**src/rtl/phasemeter_lock_sequencer_pkg.sv**
```systemverilog
// Shared types, widths and the saturating magnitude helper for the phasemeter lock sequencer.
package phasemeter_lock_sequencer_pkg;

  localparam int unsigned MAG_BITS = 16;
  localparam int unsigned MAG_W    = MAG_BITS + 1;
  localparam int unsigned THRESH_W = 16;
  localparam int unsigned STATE_W  = 3;

  typedef enum logic [STATE_W-1:0] {
    ST_IDLE    = 3'd0,
    ST_LOAD    = 3'd1,
    ST_SETTLE  = 3'd2,
    ST_DWELL   = 3'd3,
    ST_ACQUIRE = 3'd4,
    ST_LOCKED  = 3'd5,
    ST_FAIL    = 3'd6
  } state_e;

  typedef struct packed {
    logic hit;
    logic inlock;
  } det_t;

  typedef struct packed {
    logic [THRESH_W-1:0] steps;
    logic [THRESH_W-1:0] amp_thresh;
    logic [THRESH_W-1:0] err_thresh;
  } cfg_t;

  // Two's-complement magnitude; the most negative code clamps to the most positive one.
  function automatic logic [MAG_BITS-1:0] sat_abs(input logic [MAG_BITS-1:0] x);
    logic [MAG_BITS-1:0] neg;
    neg = ~x + MAG_BITS'(1);
    if (x == {1'b1, {(MAG_BITS-1){1'b0}}}) return {1'b0, {(MAG_BITS-1){1'b1}}};
    return x[MAG_BITS-1] ? neg : x;
  endfunction

endpackage

```
**src/rtl/phasemeter_lock_sequencer_if.sv**
```systemverilog
// Sequencer <-> phasemeter channel: guess load / loop enable out, decimated I/Q metric in.
interface phasemeter_lock_sequencer_if #(
  parameter int unsigned DATA_W = 32
);
  logic [DATA_W-1:0] guess_tdata;
  logic              guess_tvalid;
  logic              pm_rst;
  logic              pm_en;
  logic [DATA_W-1:0] metric_i;
  logic [DATA_W-1:0] metric_q;
  logic              metric_valid;

  modport master (
    output guess_tdata, guess_tvalid, pm_rst, pm_en,
    input  metric_i, metric_q, metric_valid
  );

  modport slave (
    input  guess_tdata, guess_tvalid, pm_rst, pm_en,
    output metric_i, metric_q, metric_valid
  );
endinterface

```
**src/rtl/phasemeter_lock_sequencer_lock_detector.sv**
```systemverilog
// Registered beat-note detector: |I|+|Q| against amp threshold, |I| against loop-error ceiling.
module phasemeter_lock_sequencer_lock_detector
  import phasemeter_lock_sequencer_pkg::*;
#(
  parameter int unsigned DATA_W = 32
) (
  input  logic                clk,
  input  logic                rst,
  input  logic [DATA_W-1:0]   metric_i,
  input  logic [DATA_W-1:0]   metric_q,
  input  logic                metric_valid,
  input  logic [THRESH_W-1:0] amp_thresh,
  input  logic [THRESH_W-1:0] err_thresh,
  output logic                det_valid,
  output det_t                det
);

  logic [MAG_BITS-1:0] abs_i_c;
  logic [MAG_BITS-1:0] abs_q_c;
  logic [MAG_W-1:0]    mag_c;
  logic                hit_c;
  logic                unused_lsbs_c;

  assign abs_i_c       = sat_abs(metric_i[DATA_W-1 -: MAG_BITS]);
  assign abs_q_c       = sat_abs(metric_q[DATA_W-1 -: MAG_BITS]);
  assign mag_c         = MAG_W'(abs_i_c) + MAG_W'(abs_q_c);
  assign hit_c         = mag_c >= MAG_W'(amp_thresh);
  assign unused_lsbs_c = ^{metric_i[DATA_W-MAG_BITS-1:0], metric_q[DATA_W-MAG_BITS-1:0]};

  always_ff @(posedge clk or posedge rst) begin
    if (rst) begin
      det_valid <= 1'b0;
      det       <= '0;
    end else begin
      det_valid <= metric_valid;
      if (metric_valid) begin
        det.hit    <= hit_c;
        det.inlock <= hit_c && (abs_i_c <= err_thresh);
      end
    end
  end

endmodule

```
**src/rtl/phasemeter_lock_sequencer.sv**
```systemverilog
// Sweep / acquire / lock / relock controller for one phasemeter channel.
module phasemeter_lock_sequencer
  import phasemeter_lock_sequencer_pkg::*;
#(
  parameter int unsigned AXIS_TDATA_WIDTH = 32,
  parameter int unsigned PM_RST_CYCLES    = 4,
  parameter int unsigned SETTLE_SAMPLES   = 8,
  parameter int unsigned ACQ_SAMPLES      = 16,
  parameter int unsigned LOSS_SAMPLES     = 32,
  parameter int unsigned MAX_PASSES       = 3
) (
  input  logic                        clk,
  input  logic                        rst,
  input  logic                        start,
  input  logic                        abort,
  input  logic [AXIS_TDATA_WIDTH-1:0] sweep_start,
  input  logic [AXIS_TDATA_WIDTH-1:0] sweep_step,
  input  logic [THRESH_W-1:0]         sweep_steps,
  input  logic [THRESH_W-1:0]         amp_thresh,
  input  logic [THRESH_W-1:0]         err_thresh,
  phasemeter_lock_sequencer_if.master pm,
  output logic                        locked,
  output logic                        fail,
  output logic [STATE_W-1:0]          state_o,
  output logic [THRESH_W-1:0]         relock_count
);

  localparam int unsigned DW          = AXIS_TDATA_WIDTH;
  localparam int unsigned CNT_W       = 16;
  localparam int unsigned PASS_W      = 8;
  localparam int unsigned ACQ_TIMEOUT = 64 * ACQ_SAMPLES;
  localparam int unsigned TMO_W       = $clog2(ACQ_TIMEOUT + 1);

  state_e              state, state_nxt;
  logic [DW-1:0]       guess, guess_nxt;
  logic [DW-1:0]       start_r, start_nxt;
  logic [DW-1:0]       step_r, step_nxt;
  cfg_t                cfg, cfg_nxt;
  logic [THRESH_W-1:0] step_idx, step_idx_nxt;
  logic [PASS_W-1:0]   pass, pass_nxt;
  logic [CNT_W-1:0]    cnt, cnt_nxt;
  logic [TMO_W-1:0]    tmo, tmo_nxt;
  logic [THRESH_W-1:0] relock_nxt;
  logic                miss_c;
  logic                det_valid;
  det_t                det;

  phasemeter_lock_sequencer_lock_detector #(.DATA_W(DW)) u_det (
    .clk          (clk),
    .rst          (rst),
    .metric_i     (pm.metric_i),
    .metric_q     (pm.metric_q),
    .metric_valid (pm.metric_valid),
    .amp_thresh   (cfg.amp_thresh),
    .err_thresh   (cfg.err_thresh),
    .det_valid    (det_valid),
    .det          (det)
  );

  // Next-state and counter logic; each detector strobe is consumed by the state it arrives in.
  always_comb begin
    state_nxt    = state;
    guess_nxt    = guess;
    start_nxt    = start_r;
    step_nxt     = step_r;
    cfg_nxt      = cfg;
    step_idx_nxt = step_idx;
    pass_nxt     = pass;
    cnt_nxt      = cnt;
    tmo_nxt      = tmo;
    relock_nxt   = relock_count;
    miss_c       = 1'b0;

    if (abort) begin
      state_nxt = ST_IDLE;
    end else begin
      case (state)
        ST_IDLE, ST_FAIL: begin
          if (start) begin
            start_nxt    = sweep_start;
            step_nxt     = sweep_step;
            cfg_nxt      = '{steps:      (sweep_steps == '0) ? THRESH_W'(1) : sweep_steps,
                             amp_thresh: amp_thresh,
                             err_thresh: err_thresh};
            guess_nxt    = sweep_start;
            step_idx_nxt = '0;
            pass_nxt     = '0;
            relock_nxt   = '0;
            cnt_nxt      = '0;
            state_nxt    = ST_LOAD;
          end
        end
        ST_LOAD: begin
          if (cnt == CNT_W'(PM_RST_CYCLES - 1)) begin
            cnt_nxt   = '0;
            state_nxt = ST_SETTLE;
          end else begin
            cnt_nxt = cnt + CNT_W'(1);
          end
        end
        ST_SETTLE: begin
          if (det_valid) begin
            if (cnt == CNT_W'(SETTLE_SAMPLES - 1)) begin
              cnt_nxt   = '0;
              state_nxt = ST_DWELL;
            end else begin
              cnt_nxt = cnt + CNT_W'(1);
            end
          end
        end
        ST_DWELL: begin
          if (det_valid) begin
            if (det.hit) begin
              cnt_nxt   = '0;
              tmo_nxt   = '0;
              state_nxt = ST_ACQUIRE;
            end else begin
              miss_c = 1'b1;
            end
          end
        end
        ST_ACQUIRE: begin
          if (det_valid) begin
            tmo_nxt = tmo + TMO_W'(1);
            cnt_nxt = det.inlock ? cnt + CNT_W'(1) : '0;
            if (det.inlock && cnt == CNT_W'(ACQ_SAMPLES - 1)) begin
              cnt_nxt   = '0;
              state_nxt = ST_LOCKED;
            end else if (tmo == TMO_W'(ACQ_TIMEOUT - 1)) begin
              miss_c = 1'b1;
            end
          end
        end
        ST_LOCKED: begin
          if (det_valid) begin
            if (det.inlock) begin
              cnt_nxt = '0;
            end else if (cnt == CNT_W'(LOSS_SAMPLES - 1)) begin
              cnt_nxt   = '0;
              state_nxt = ST_LOAD;
              if (relock_count != '1) relock_nxt = relock_count + THRESH_W'(1);
            end else begin
              cnt_nxt = cnt + CNT_W'(1);
            end
          end
        end
        default: state_nxt = ST_IDLE;
      endcase

      // A miss advances the sweep; the last step of a pass wraps back to the start word.
      if (miss_c) begin
        cnt_nxt   = '0;
        state_nxt = ST_LOAD;
        if (step_idx == cfg.steps - THRESH_W'(1)) begin
          guess_nxt    = start_r;
          step_idx_nxt = '0;
          pass_nxt     = pass + PASS_W'(1);
          if (MAX_PASSES != 0 && pass_nxt == PASS_W'(MAX_PASSES)) state_nxt = ST_FAIL;
        end else begin
          guess_nxt    = guess + step_r;
          step_idx_nxt = step_idx + THRESH_W'(1);
        end
      end
    end
  end

  always_ff @(posedge clk or posedge rst) begin
    if (rst) begin
      state           <= ST_IDLE;
      guess           <= '0;
      start_r         <= '0;
      step_r          <= '0;
      cfg             <= '0;
      step_idx        <= '0;
      pass            <= '0;
      cnt             <= '0;
      tmo             <= '0;
      relock_count    <= '0;
      pm.guess_tvalid <= 1'b0;
      pm.pm_rst       <= 1'b1;
      pm.pm_en        <= 1'b0;
      locked          <= 1'b0;
      fail            <= 1'b0;
    end else begin
      state           <= state_nxt;
      guess           <= guess_nxt;
      start_r         <= start_nxt;
      step_r          <= step_nxt;
      cfg             <= cfg_nxt;
      step_idx        <= step_idx_nxt;
      pass            <= pass_nxt;
      cnt             <= cnt_nxt;
      tmo             <= tmo_nxt;
      relock_count    <= relock_nxt;
      pm.guess_tvalid <= (state_nxt != ST_IDLE);
      pm.pm_rst       <= (state_nxt inside {ST_IDLE, ST_LOAD, ST_FAIL});
      pm.pm_en        <= (state_nxt inside {ST_ACQUIRE, ST_LOCKED});
      locked          <= (state_nxt == ST_LOCKED);
      fail            <= (state_nxt == ST_FAIL);
    end
  end

  assign pm.guess_tdata = guess;
  assign state_o        = state;

endmodule

```
**src/flat_wrapper.sv**
```systemverilog
// flat-port wrapper written by rule: the top's interface ports become plain ports
module phasemeter_lock_sequencer_flat import phasemeter_lock_sequencer_pkg::*;
#(
  parameter int unsigned AXIS_TDATA_WIDTH = 32,
  parameter int unsigned PM_RST_CYCLES    = 4,
  parameter int unsigned SETTLE_SAMPLES   = 8,
  parameter int unsigned ACQ_SAMPLES      = 16,
  parameter int unsigned LOSS_SAMPLES     = 32,
  parameter int unsigned MAX_PASSES       = 3
)
  (clk, rst, start, abort, sweep_start, sweep_step, sweep_steps, amp_thresh, err_thresh, locked, fail, state_o, relock_count, pm_guess_tdata, pm_guess_tvalid, pm_pm_rst, pm_pm_en, pm_metric_i, pm_metric_q, pm_metric_valid);
  phasemeter_lock_sequencer_if #(.DATA_W(32)) pm_i ();
  input  logic clk;
  input  logic rst;
  input  logic start;
  input  logic abort;
  input  logic [AXIS_TDATA_WIDTH-1:0] sweep_start;
  input  logic [AXIS_TDATA_WIDTH-1:0] sweep_step;
  input  logic [THRESH_W-1:0] sweep_steps;
  input  logic [THRESH_W-1:0] amp_thresh;
  input  logic [THRESH_W-1:0] err_thresh;
  output logic locked;
  output logic fail;
  output logic [STATE_W-1:0] state_o;
  output logic [THRESH_W-1:0] relock_count;
  output wire logic [$bits(pm_i.guess_tdata)-1:0] pm_guess_tdata;
  output wire logic [$bits(pm_i.guess_tvalid)-1:0] pm_guess_tvalid;
  output wire logic [$bits(pm_i.pm_rst)-1:0] pm_pm_rst;
  output wire logic [$bits(pm_i.pm_en)-1:0] pm_pm_en;
  input wire logic [$bits(pm_i.metric_i)-1:0] pm_metric_i;
  input wire logic [$bits(pm_i.metric_q)-1:0] pm_metric_q;
  input wire logic [$bits(pm_i.metric_valid)-1:0] pm_metric_valid;
  assign pm_guess_tdata = pm_i.guess_tdata;
  assign pm_guess_tvalid = pm_i.guess_tvalid;
  assign pm_pm_rst = pm_i.pm_rst;
  assign pm_pm_en = pm_i.pm_en;
  assign pm_i.metric_i = pm_metric_i;
  assign pm_i.metric_q = pm_metric_q;
  assign pm_i.metric_valid = pm_metric_valid;
  phasemeter_lock_sequencer #(.AXIS_TDATA_WIDTH(AXIS_TDATA_WIDTH), .PM_RST_CYCLES(PM_RST_CYCLES), .SETTLE_SAMPLES(SETTLE_SAMPLES), .ACQ_SAMPLES(ACQ_SAMPLES), .LOSS_SAMPLES(LOSS_SAMPLES), .MAX_PASSES(MAX_PASSES)) u_core (.clk(clk), .rst(rst), .start(start), .abort(abort), .sweep_start(sweep_start), .sweep_step(sweep_step), .sweep_steps(sweep_steps), .amp_thresh(amp_thresh), .err_thresh(err_thresh), .pm(pm_i), .locked(locked), .fail(fail), .state_o(state_o), .relock_count(relock_count));
endmodule
```
**config.mk**
```make
export PLATFORM = sky130hd
export DESIGN_NAME = phasemeter_lock_sequencer_flat
export DESIGN_NICKNAME = d
export VERILOG_FILES = /design/src/rtl/phasemeter_lock_sequencer_pkg.sv /design/src/rtl/phasemeter_lock_sequencer_if.sv /design/src/rtl/phasemeter_lock_sequencer_lock_detector.sv /design/src/rtl/phasemeter_lock_sequencer.sv /design/src/flat_wrapper.sv
export SDC_FILE = /design/constraint.sdc
export NUM_CORES = 1
export LEC_CHECK = 0
export ABC_AREA = 1
export CAP_MARGIN = 20
export CORE_MARGIN = 2
export CORE_UTILIZATION = 43
export DETAILED_ROUTE_END_ITERATION = 7
export PLACE_DENSITY = 0.64
export REMOVE_ABC_BUFFERS = 1
export SLEW_MARGIN = 20
export SYNTH_ARGS = -nofsm -noshare
export SYNTH_HDL_FRONTEND = slang
export SYNTH_SLANG_ARGS = --single-unit
```
**constraint.sdc**
```tcl
create_clock -name clk -period 11.2 [get_ports clk]
set_input_delay 2.24 -clock clk [delete_from_list [all_inputs] [get_ports clk]]
set_output_delay 2.24 -clock clk [all_outputs]
set_load 0.1 [all_outputs]
```
Yosys cells after proc, flatten, opt, wreduce, memory -nomap -nowiden
Index checks and enable logic that the tools add are counted.

Flip-flop bits (word level): 222. Bits in latches: 0. RAM bits: 0. Memory bits (read-only): 0. Output and inout port bits: 56. Memories kept: 0.

$add $sub $neg: 10. $mul: 0. Div/mod/pow operators: 0. $lt $le $gt $ge: 2. Eq/ne operators: 34. Shifts and indexed selects: 0. Muxes and demuxes: 66. Bitwise gates (word level): 3. Reductions and logical operators: 19.

Operator list (count): $mux 16 (27); $mux 32 (4); $pmux 16 s6 (1); $add 16x1->16 const B (5); $mux 3 (15); $mux 11 (3); $add 32x32->32 (1); $eq 16x16->1 const B (2); $mux 8 (4); $not 16->16 (2); $pmux 16 s2 (1); $pmux 11 s2 (1); $eq 3x3->1 const B (6); $ne 3x2->1 const B (6); $pmux 3 s6 (1); $add 16x16->17 (1); $ge 17x16->1 (1); $eq 16x16->1 (1); $eq 16x2->1 const B (1); $eq 16x3->1 const B (1); $eq 16x4->1 const B (1); $eq 16x5->1 const B (1); $le 16x16->1 (1); $logic_not 16->1 (1); 23 further kinds (46).

Depth between registers and ports, before layout
Gate-level depths: netlist of the first run.

Depth after elaboration: 10. Depth in mapped cells: 31. Mapped depth without buffers: 31.

By module
A second synthesis of the first run with hierarchy kept.

Cells, all modules: 2461. Area total of the unflattened synthesis: 16633.5 µm².

By module, submodules not included: phasemeter_lock_sequencer (instances 1, cells an instance 1998, area an instance 13993.4 µm², seq. area each 5481.5 µm²); phasemeter_lock_sequencer_lock_detector (instances 1, cells an instance 463, area an instance 2640.0 µm², seq. area each 75.1 µm²).

Worst setup path after synthesis of the first run
Ideal clock, no wire load.

Kind: input port to flip-flop. From: input pm_metric_i[17]. To: register u_core.u_det.det[0] (netlist name). Library setup time: 0.137 ns. Arrival time: 6.096 ns. Required time: 11.063 ns. Path slack: 4.968 ns. Cell stages on the path: 28. Buffers on the path: 0. Path through: inv_1 > ha_1 > inv_1 > nor3_1 > inv_1 > nor3_1 > inv_1 > nor3_1 > nand4_1 > nor2_1 > nor2_1 > inv_1 > ha_1 > inv_1 > fa_1 > o21ai_0 > nand2_1 > o211ai_1 > nand2_1 > o211ai_1 > a21oi_1 > xor2_1 > ha_1 > a21o_1 > a211oi_1 > nand3_1 > nand3_1 > o21ai_0.

Longest elaborated chain between the ends: 7.

Ends and longest elaborated chain: start, declared (line flat_wrapper.sv:30) `input wire logic [$bits(pm_i.metric_i)-1:0] pm_metric_i;`; $not 16->16 (line phasemeter_lock_sequencer_pkg.sv:33) `neg = ~x + MAG_BITS'(1);`; $add 16x1->16 (line phasemeter_lock_sequencer_pkg.sv:33); $mux 16 (line phasemeter_lock_sequencer_pkg.sv:35) `return x[MAG_BITS-1] ? neg : x;`; $mux 16 * (line phasemeter_lock_sequencer_pkg.sv:35); $add 16x16->17 (line phasemeter_lock_sequencer_lock_detector.sv:26) `assign mag_c = MAG_W'(abs_i_c) + MAG_W'(abs_q_c);`; $ge 17x16->1 (line phasemeter_lock_sequencer_lock_detector.sv:27) `assign hit_c = mag_c >= MAG_W'(amp_thresh);`; $logic_and 1x1->1 * (line phasemeter_lock_sequencer_lock_detector.sv:38) `det.inlock <= hit_c && (abs_i_c <= err_thresh);`.

Every way passes the cells marked *; elsewhere a longest branch is shown, timed or not. A chain may end at the register's enable or synchronous reset.

Worst setup path in the final report of the first run
From: input pm_metric_i[16]. To: register u_core.u_det.det[0] (netlist name).

Longest elaborated chain between the ends: 7.

Ends and longest elaborated chain (line): $not 16->16 (phasemeter_lock_sequencer_pkg.sv:33); $add 16x1->16 (phasemeter_lock_sequencer_pkg.sv:33); $mux 16 (phasemeter_lock_sequencer_pkg.sv:35); $mux 16 * (phasemeter_lock_sequencer_pkg.sv:35); $add 16x16->17 (phasemeter_lock_sequencer_lock_detector.sv:26); $ge 17x16->1 (phasemeter_lock_sequencer_lock_detector.sv:27); $logic_and 1x1->1 * (phasemeter_lock_sequencer_lock_detector.sv:38).

Marks and branches as above.

==> impl_metrics.json, run 1 <==
{
  "cts_tree": "done",
  "post_cts_buffers": 0,
  "drv_slew": 0,
  "post_cts_resized": 0,
  "synth_top_cell_by_area": "dfrtp_1",
  "ys_warn_count": 0,
  "worst_pin_slew_ns": 1.06,
  "maxCapViolCount": 0,
  "status": "finished, final reports clean",
  "die_w_microns": 198,
  "fmax_mhz": 142,
  "antenna_found_initial": 1,
  "whs_ns": 0.506,
  "die_h_microns": 198,
  "ir_worst_vdd_mv": 0.130,
  "synth_edf_count": 0,
  "numClockSinks": 222,
  "hp-class": "flop to flop",
  "yosysUniqueCellTypes": 51,
  "hold_depth": 1,
  "ys_seq_area_frac": 0.344,
  "hp-start": "u_core.tmo[8]",
  "reg2reg_depth": 15,
  "async_flop_share": 1.00,
  "ctsHoldBuffers": 0,
  "cp.arrival_ns": 7.46,
  "htreeDepth": 1,
  "core_region_area_sq_mm": 0.0368,
  "worst_clock_skew_ns": 0.0131,
  "initial_utilization": 0.439,
  "synth_xor_xnor_area_share": 0.0428,
  "ioPinCount": 237,
  "grt_util_all_layers": 0.239,
  "dieArea_sq_mm": 0.0391,
  "gr-total-overflow": 0,
  "cp-end-kind": "flop",
  "p_per_area_mw_per_mm2": 161,
  "rsz0062_at_grt": "no",
  "syn_area_per_cell_sq_um": 7.18,
  "max_stage_delay_ns": 0.47,
  "cp_slowest_cell": "clkdlybuf4s50_1",
  "clockBufferDepth": 3,
  "synth_seq_cells": 222,
  "tns_ns": 0,
  "regToRegEndpoint": "u_core.step_idx[9]",
  "grt_max_degree": 91,
  "cts-buffers-inserted": 28,
  "layout_commonest_cell": "nand2_1",
  "synth.area.top_cells": "dfrtp_1 (34%), nand2_1 (12%), inv_1 (6.9%), ha_1 (6.8%), nand3_1 (6.8%)",
  "wl_per_cell_microns": 15.9,
  "clk_pin_slew_ns": 0.06,
  "grt_pass1_wl_microns": 76100,
  "drt-pass1-iter-count": 8,
  "drc": 0,
  "netlist_instances": 2251,
  "synth_compound_area_frac": 0.0988,
  "synth_top_family_by_area": "simple AND/OR/NAND/NOR gates",
  "fin_nets": 2699,
  "setup_viol_count_final": 0,
  "start_kind": "input port",
  "most-common-layout-cells": "nand2_1 (501), inv_1 (298), dfrtp_1 (221)",
  "critPathKind": "input port to flop",
  "drive_gt1_frac": 0.0665,
  "drtIter0Drc": 1081,
  "min_to": "u_core.tmo[8]",
  "synth_adder_area_share": 0.0706,
  "r2r-start": "u_core.cfg[32]",
  "synth-simple-area-share": 0.308,
  "synthMuxAreaShare": 0.0453,
  "area.growth.synth_to_final_pct": 21.0,
  "wirelength_microns": 46400,
  "place_congestion": 0.905,
  "vias_per_cell": 5.35,
  "path_common_cell": "inv_1",
  "syn_area_sq_mm": 0.0162,
  "finalHoldViolations": 0,
  "grt_pass1_vias": 15000,
  "synthFlopType": "dfrtp_1",
  "cts_root_buffer": "clkbuf_16",
  "portBuffers": 204,
  "critical_path.top_delay_family": "simple AND/OR/NAND/NOR gates",
  "ant_nets": 0,
  "vias": 15600,
  "p_leak_nw": 9.39,
  "fin_crit_ns": 7.03,
  "period_share": 0.628,
  "maxSlewHeadroom": 0.291,
  "postPlaceCellArea_sq_mm": 0.0186,
  "clk_latency_ns": 0.57,
  "path_max_fanout": 4,
  "final_area_sq_mm": 0.0195,
  "required_ns": 11.63,
  "synth_top_area_frac": 0.342,
  "critPathBufInv": 7,
  "dp_hpwl_microns": 34000,
  "rows": 70,
  "r2r_setup_slack_ns": 6.77
}
[worst register-to-register path, stage by stage (launching register included)]
cell	delay (ns)
dfrtp_1	0.43
inv_2	0.13
ha_1	0.23
inv_1	0.07
nor2_1	0.16
nand2_1	0.08
nor2_1	0.15
inv_1	0.10
nand3_1	0.09
nand2_1	0.09
nor2_4	0.83
nand3_2	1.01
nand2_1	0.41
nor2_1	0.27
nand3_1	0.14
o21ai_0	0.09
[flip-flops by register name (all words and copies together), names as in the netlist]
register	count
u_core.state_o	3
u_core.pm.guess_tdata	32
u_core.locked	1
u_core.cfg	48
u_core.relock_count	16
u_core.u_det.det_valid	1
u_core.fail	1
u_core.pm.guess_tvalid	1
u_core.pm.pm_en	1
u_core.pm.pm_rst	1
u_core.pass	8
u_core.u_det.det	2
u_core.step_r	32
u_core.tmo	11
u_core.step_idx	16
u_core.cnt	16
u_core.start_r	32
[how the worst max path moves through the flow]
stage | slack [ns] | from | endpoint | cells past startpoint
final | 4.17 | pm_metric_i[16] | u_core.u_det.det[0] | 29
after global routing | 3.64 | pm_metric_i[16] | u_core.u_det.det[0] | 29
after CTS | 4.20 | pm_metric_i[16] | u_core.u_det.det[0] | 29
after detailed placement | 3.64 | pm_metric_i[16] | u_core.u_det.det[0] | 29
after global placement | 3.75 | pm_metric_i[16] | u_core.u_det.det[0] | 29
after floorplan | 2.88 | rst | u_core.cfg[0] | 1
[layout make-up]
class                   count  area [sq um]
flip-flops and latches    222          5560
repair buffers            214          2120
multi-input cells        1651          9160
well taps                 468           586
inverters                 311          1170
clock buffers              39           812
fillers                  3548         17200
clock inverters            13           135
diodes                      1          2.50
[power breakdown]
part | switching, mW | internal [mW] | total, mW
Sequential | 0.0773 | 0.913 | 0.990
Combinational | 0.805 | 0.427 | 1.23
Clock | 0.375 | 0.552 | 0.927
Total | 1.26 | 1.89 | 3.15
[Yosys cell counts (6+ instances only)]
master / instances
nand3b_1: 11
buf_2: 18
ha_1: 88
nor3_1: 42
nand3_1: 219
o211ai_1: 6
xor2_1: 61
nor2_1: 203
nand4_1: 84
o21ai_1: 14
a21oi_1: 146
inv_1: 299
xnor2_1: 18
nand2_1: 501
inv_2: 11
or2_2: 10
o21ai_0: 93
clkbuf_1: 41
dfrtp_1: 221
mux2_2: 65
a31oi_1: 6
nor4_1: 8
or2_1: 25
[cells by family after synthesis]
kind of cell	Yosys count
AOI/OAI and AO/OA	296
xor gates and xnor gates	79
adders and majority gates	90
buffers and inverters	378
DFF	222
muxes	65
and+or+nand+nor	1121
[routing by layer]
layer / up-vias / track usage / part of all wire
li1: 7790 / - / -
met1: 7324 / 0.341 / 0.47
met2: 456 / 0.388 / 0.45
met3: 53 / 0.0290 / 0.056
met4: 0 / 0.0515 / 0.018
met5: - / 0 / 0
[metrics by stage]
step                      setup slack, ns  instances  power [mW]   util
final                                4.17       2919        3.15  0.531
after global routing                 3.64       2919        3.36  0.531
after CTS                            4.20       2918        3.16  0.531
after detailed placement             3.64       2866        2.22  0.505
after global placement               3.75       2866        2.20  0.505
after floorplan                      2.88       2184        1.87      -
Power figures use the tool's default switching activity.
==> inputs of run 2 (changes only) <==
--- a/config.mk
+++ b/config.mk
@@ -10,7 +10,7 @@
 export CORE_MARGIN = 2
 export CORE_UTILIZATION = 43
 export DETAILED_ROUTE_END_ITERATION = 7
-export PLACE_DENSITY = 0.64
+export PLACE_DENSITY = 0.66
 export REMOVE_ABC_BUFFERS = 1
 export SLEW_MARGIN = 20
 export SYNTH_ARGS = -nofsm -noshare
==> constraint.sdc (replaced) <==
create_clock -name clk -period 6.2 [get_ports clk]
set_input_delay 1.24 -clock clk [delete_from_list [all_inputs] [get_ports clk]]
set_output_delay 1.24 -clock clk [all_outputs]
set_load 0.1 [all_outputs]
==> run 2 against run 1 <==
  * Combinational power rose by 81%
  * Global-route usage fell by 0.29 points
  * Count of clock-buffer cells in the layout decreased by 8
  * Sequential power grew 81%
  * Final cell count about the same
  * Via count about the same
  * Power increased by 80%
  * Worst hold slack worse by 0.012 ns
  * Non-clock buffer count increased by 9
  * Sequential share of layout area down 0.078 points
  * Design area rose by 0.28%
  * Highest routed layer unchanged
==> impl_metrics.json, run 2 (synthesized netlist as in run 1, its figures left out) <==
{
  "status": "finished, final reports clean",
  "layout_commonest_cell": "nand2_1",
  "postPlaceCellArea_sq_mm": 0.0187,
  "regMostFlops": "u_core.cfg",
  "cp.arrival_ns": 6.18,
  "place_congestion": 0.943,
  "grt_util_all_layers": 0.236,
  "ioPinCount": 237,
  "vias": 15600,
  "cp-end-kind": "flop",
  "multiInputGateArea_sq_mm": 0.00915,
  "wl_met1_microns": 21600,
  "period_share": 0.920,
  "fmax_mhz": 175,
  "setup_viol_count_final": 0,
  "fillers": 3570,
  "vias_per_cell": 5.35,
  "total_power_mw": 5.67,
  "largest_reg_flops": 48,
  "grt_max_degree": 152,
  "r2r_setup_slack_ns": 2.66,
  "p_leak_nw": 9.42,
  "final_area_sq_mm": 0.0196,
  "rows": 70,
  "regToRegEndpoint": "u_core.step_idx[9]",
  "maxSlewHeadroom": 0.258,
  "wl_per_cell_microns": 15.9,
  "most-common-layout-cells": "nand2_1 (501), inv_1 (298), dfrtp_1 (221)",
  "clockPowerShare": 0.291,
  "clk_latency_ns": 0.57,
  "p_sw_mw": 2.24,
  "initial_utilization": 0.439,
  "seq_power_share": 0.316,
  "dp.cells": 2875,
  "reg2reg_depth": 16,
  "clockBufferDepth": 3,
  "layout_setup_ws_ns": 0.497,
  "r2r-start": "u_core.cfg[32]",
  "required_ns": 6.68,
  "wirelength_microns": 46400,
  "topRoutingLayerUsed": "met4",
  "rsz0062_at_grt": "no",
  "worst_clock_skew_ns": 0.0158,
  "ant_nets": 0,
  "p_comb_frac": 0.393,
  "ctsHoldBuffers": 0,
  "finalHoldViolations": 0,
  "dp_hpwl_microns": 33600,
  "die_w_microns": 198,
  "start_kind": "input port",
  "cp_slowest_cell": "clkdlybuf4s50_1",
  "cts_tree": "done",
  "dr_wl_met2_microns": 21000,
  "post_cts_resized": 0,
  "clk_pin_slew_ns": 0.06,
  "final-seq-area_sq_mm": 0.00556,
  "gr-total-overflow": 0,
  "ir_worst_vdd_mv": 0.222,
  "post-place-ws_ns": -0.0862,
  "drc": 0,
  "portBuffers": 204,
  "path_common_cell": "inv_1",
  "drt-pass1-iter-count": 5,
  "grt_pass1_vias": 15000,
  "fin_crit_ns": 5.70,
  "post_cts_buffers": 0,
  "internal_power_mw": 3.43,
  "drtIter0Drc": 1035,
  "maxCapViolCount": 0,
  "cts-buffers-inserted": 28,
  "numClockSinks": 222,
  "path_max_fanout": 3,
  "grt_pass1_wl_microns": 75300,
  "dr_wl_met3_microns": 2800,
  "max_stage_delay_ns": 0.43,
  "fin_nets": 2708,
  "area.growth.synth_to_final_pct": 21.3,
  "core_region_area_sq_mm": 0.0368,
  "dieArea_sq_mm": 0.0391,
  "drive_gt1_frac": 0.0681,
  "stdcell_count": 2921,
  "antenna_found_initial": 2,
  "swShare": 0.395,
  "worst_pin_slew_ns": 1.11,
  "die_h_microns": 198,
  "critPathLaunch": "pm_metric_i[17]",
  "htreeDepth": 1,
  "cts_root_buffer": "clkbuf_16",
  "crit_end": "u_core.u_det.det[0]",
  "final_core_util": 0.533,
  "critPathKind": "input port to flop",
  "p_per_area_mw_per_mm2": 289,
  "hp-class": "flop to flop",
  "drv_slew": 0
}
==> run 2: cell types whose count changed in the layout (fill, tap and decap cells not counted) <==
cell,change
buf_12,+2
bufinv_16,+2
diode_2,+1
buf_4,+8
clkbuf_1,-3
clkinv_4,+1
clkinv_2,-2
clkbuf_8,-5
nor2_4,-1
nor2_2,+1
inv_8,-1
buf_6,-1
==> run 2: worst max-delay path, delay by kind of cell <==
kind                     cells  cell delay, ns
AO/OA/AOI/OAI                6            0.72
XOR/XNOR                     1            0.16
adder cells (fa/ha/maj)      4            1.00
buffers and inverters        8            0.98
AND/OR/NAND/NOR             12            2.05
==> run 2: per-stage QoR <==
step / hold WS, ns / TNS, ns
floorplan: 0.456 / -251.82
global placement: 0.477 / 0
detailed placement: 0.486 / -0.153
CTS: 0.494 / 0
global route: 0.516 / 0
finish: 0.494 / 0
==> run 2: layout make-up <==
| type | instances | area share |
|---|---|---|
| antenna | 2 | 0.000255 |
| clock buffer | 31 | 0.0373 |
| clock inverter | 13 | 0.00932 |
| inverter | 311 | 0.0600 |
| multi-input combinational | 1651 | 0.467 |
| sequential | 222 | 0.284 |
| tap | 468 | 0.0299 |
| timing repair buffer | 223 | 0.113 |
==> run 2: power by group through the flow <==
stage / Sequential [mW] / Clock (mW) / Combinational, mW
floorplan: 2.08 / 0 / 1.30
finish: 1.79 / 1.65 / 2.23
CTS: 1.79 / 1.69 / 2.22
detailed placement: 1.81 / 0 / 2.20
global route: 1.81 / 1.75 / 2.48
global placement: 1.80 / 0 / 2.17
==> run 2: layer usage <==
metal | global-route usage | up-vias
li1 | - | 7780
met1 | 0.328 | 7331
met2 | 0.384 | 447
met3 | 0.0296 | 64
met4 | 0.0702 | 0
met5 | 0 | -
==> run 2: how the worst min path moves through the flow <==
stage / depth (start not counted) / to / slack [ns] / startpoint
after floorplan: 1 / u_core.tmo[8] / 0.46 / u_core.tmo[8]
after global placement: 1 / u_core.tmo[8] / 0.48 / u_core.tmo[8]
after detailed placement: 1 / u_core.tmo[8] / 0.49 / u_core.tmo[8]
after CTS: 1 / u_core.tmo[8] / 0.49 / u_core.tmo[8]
after global routing: 1 / u_core.start_r[3] / 0.52 / u_core.start_r[3]
final: 1 / u_core.tmo[8] / 0.49 / u_core.tmo[8]
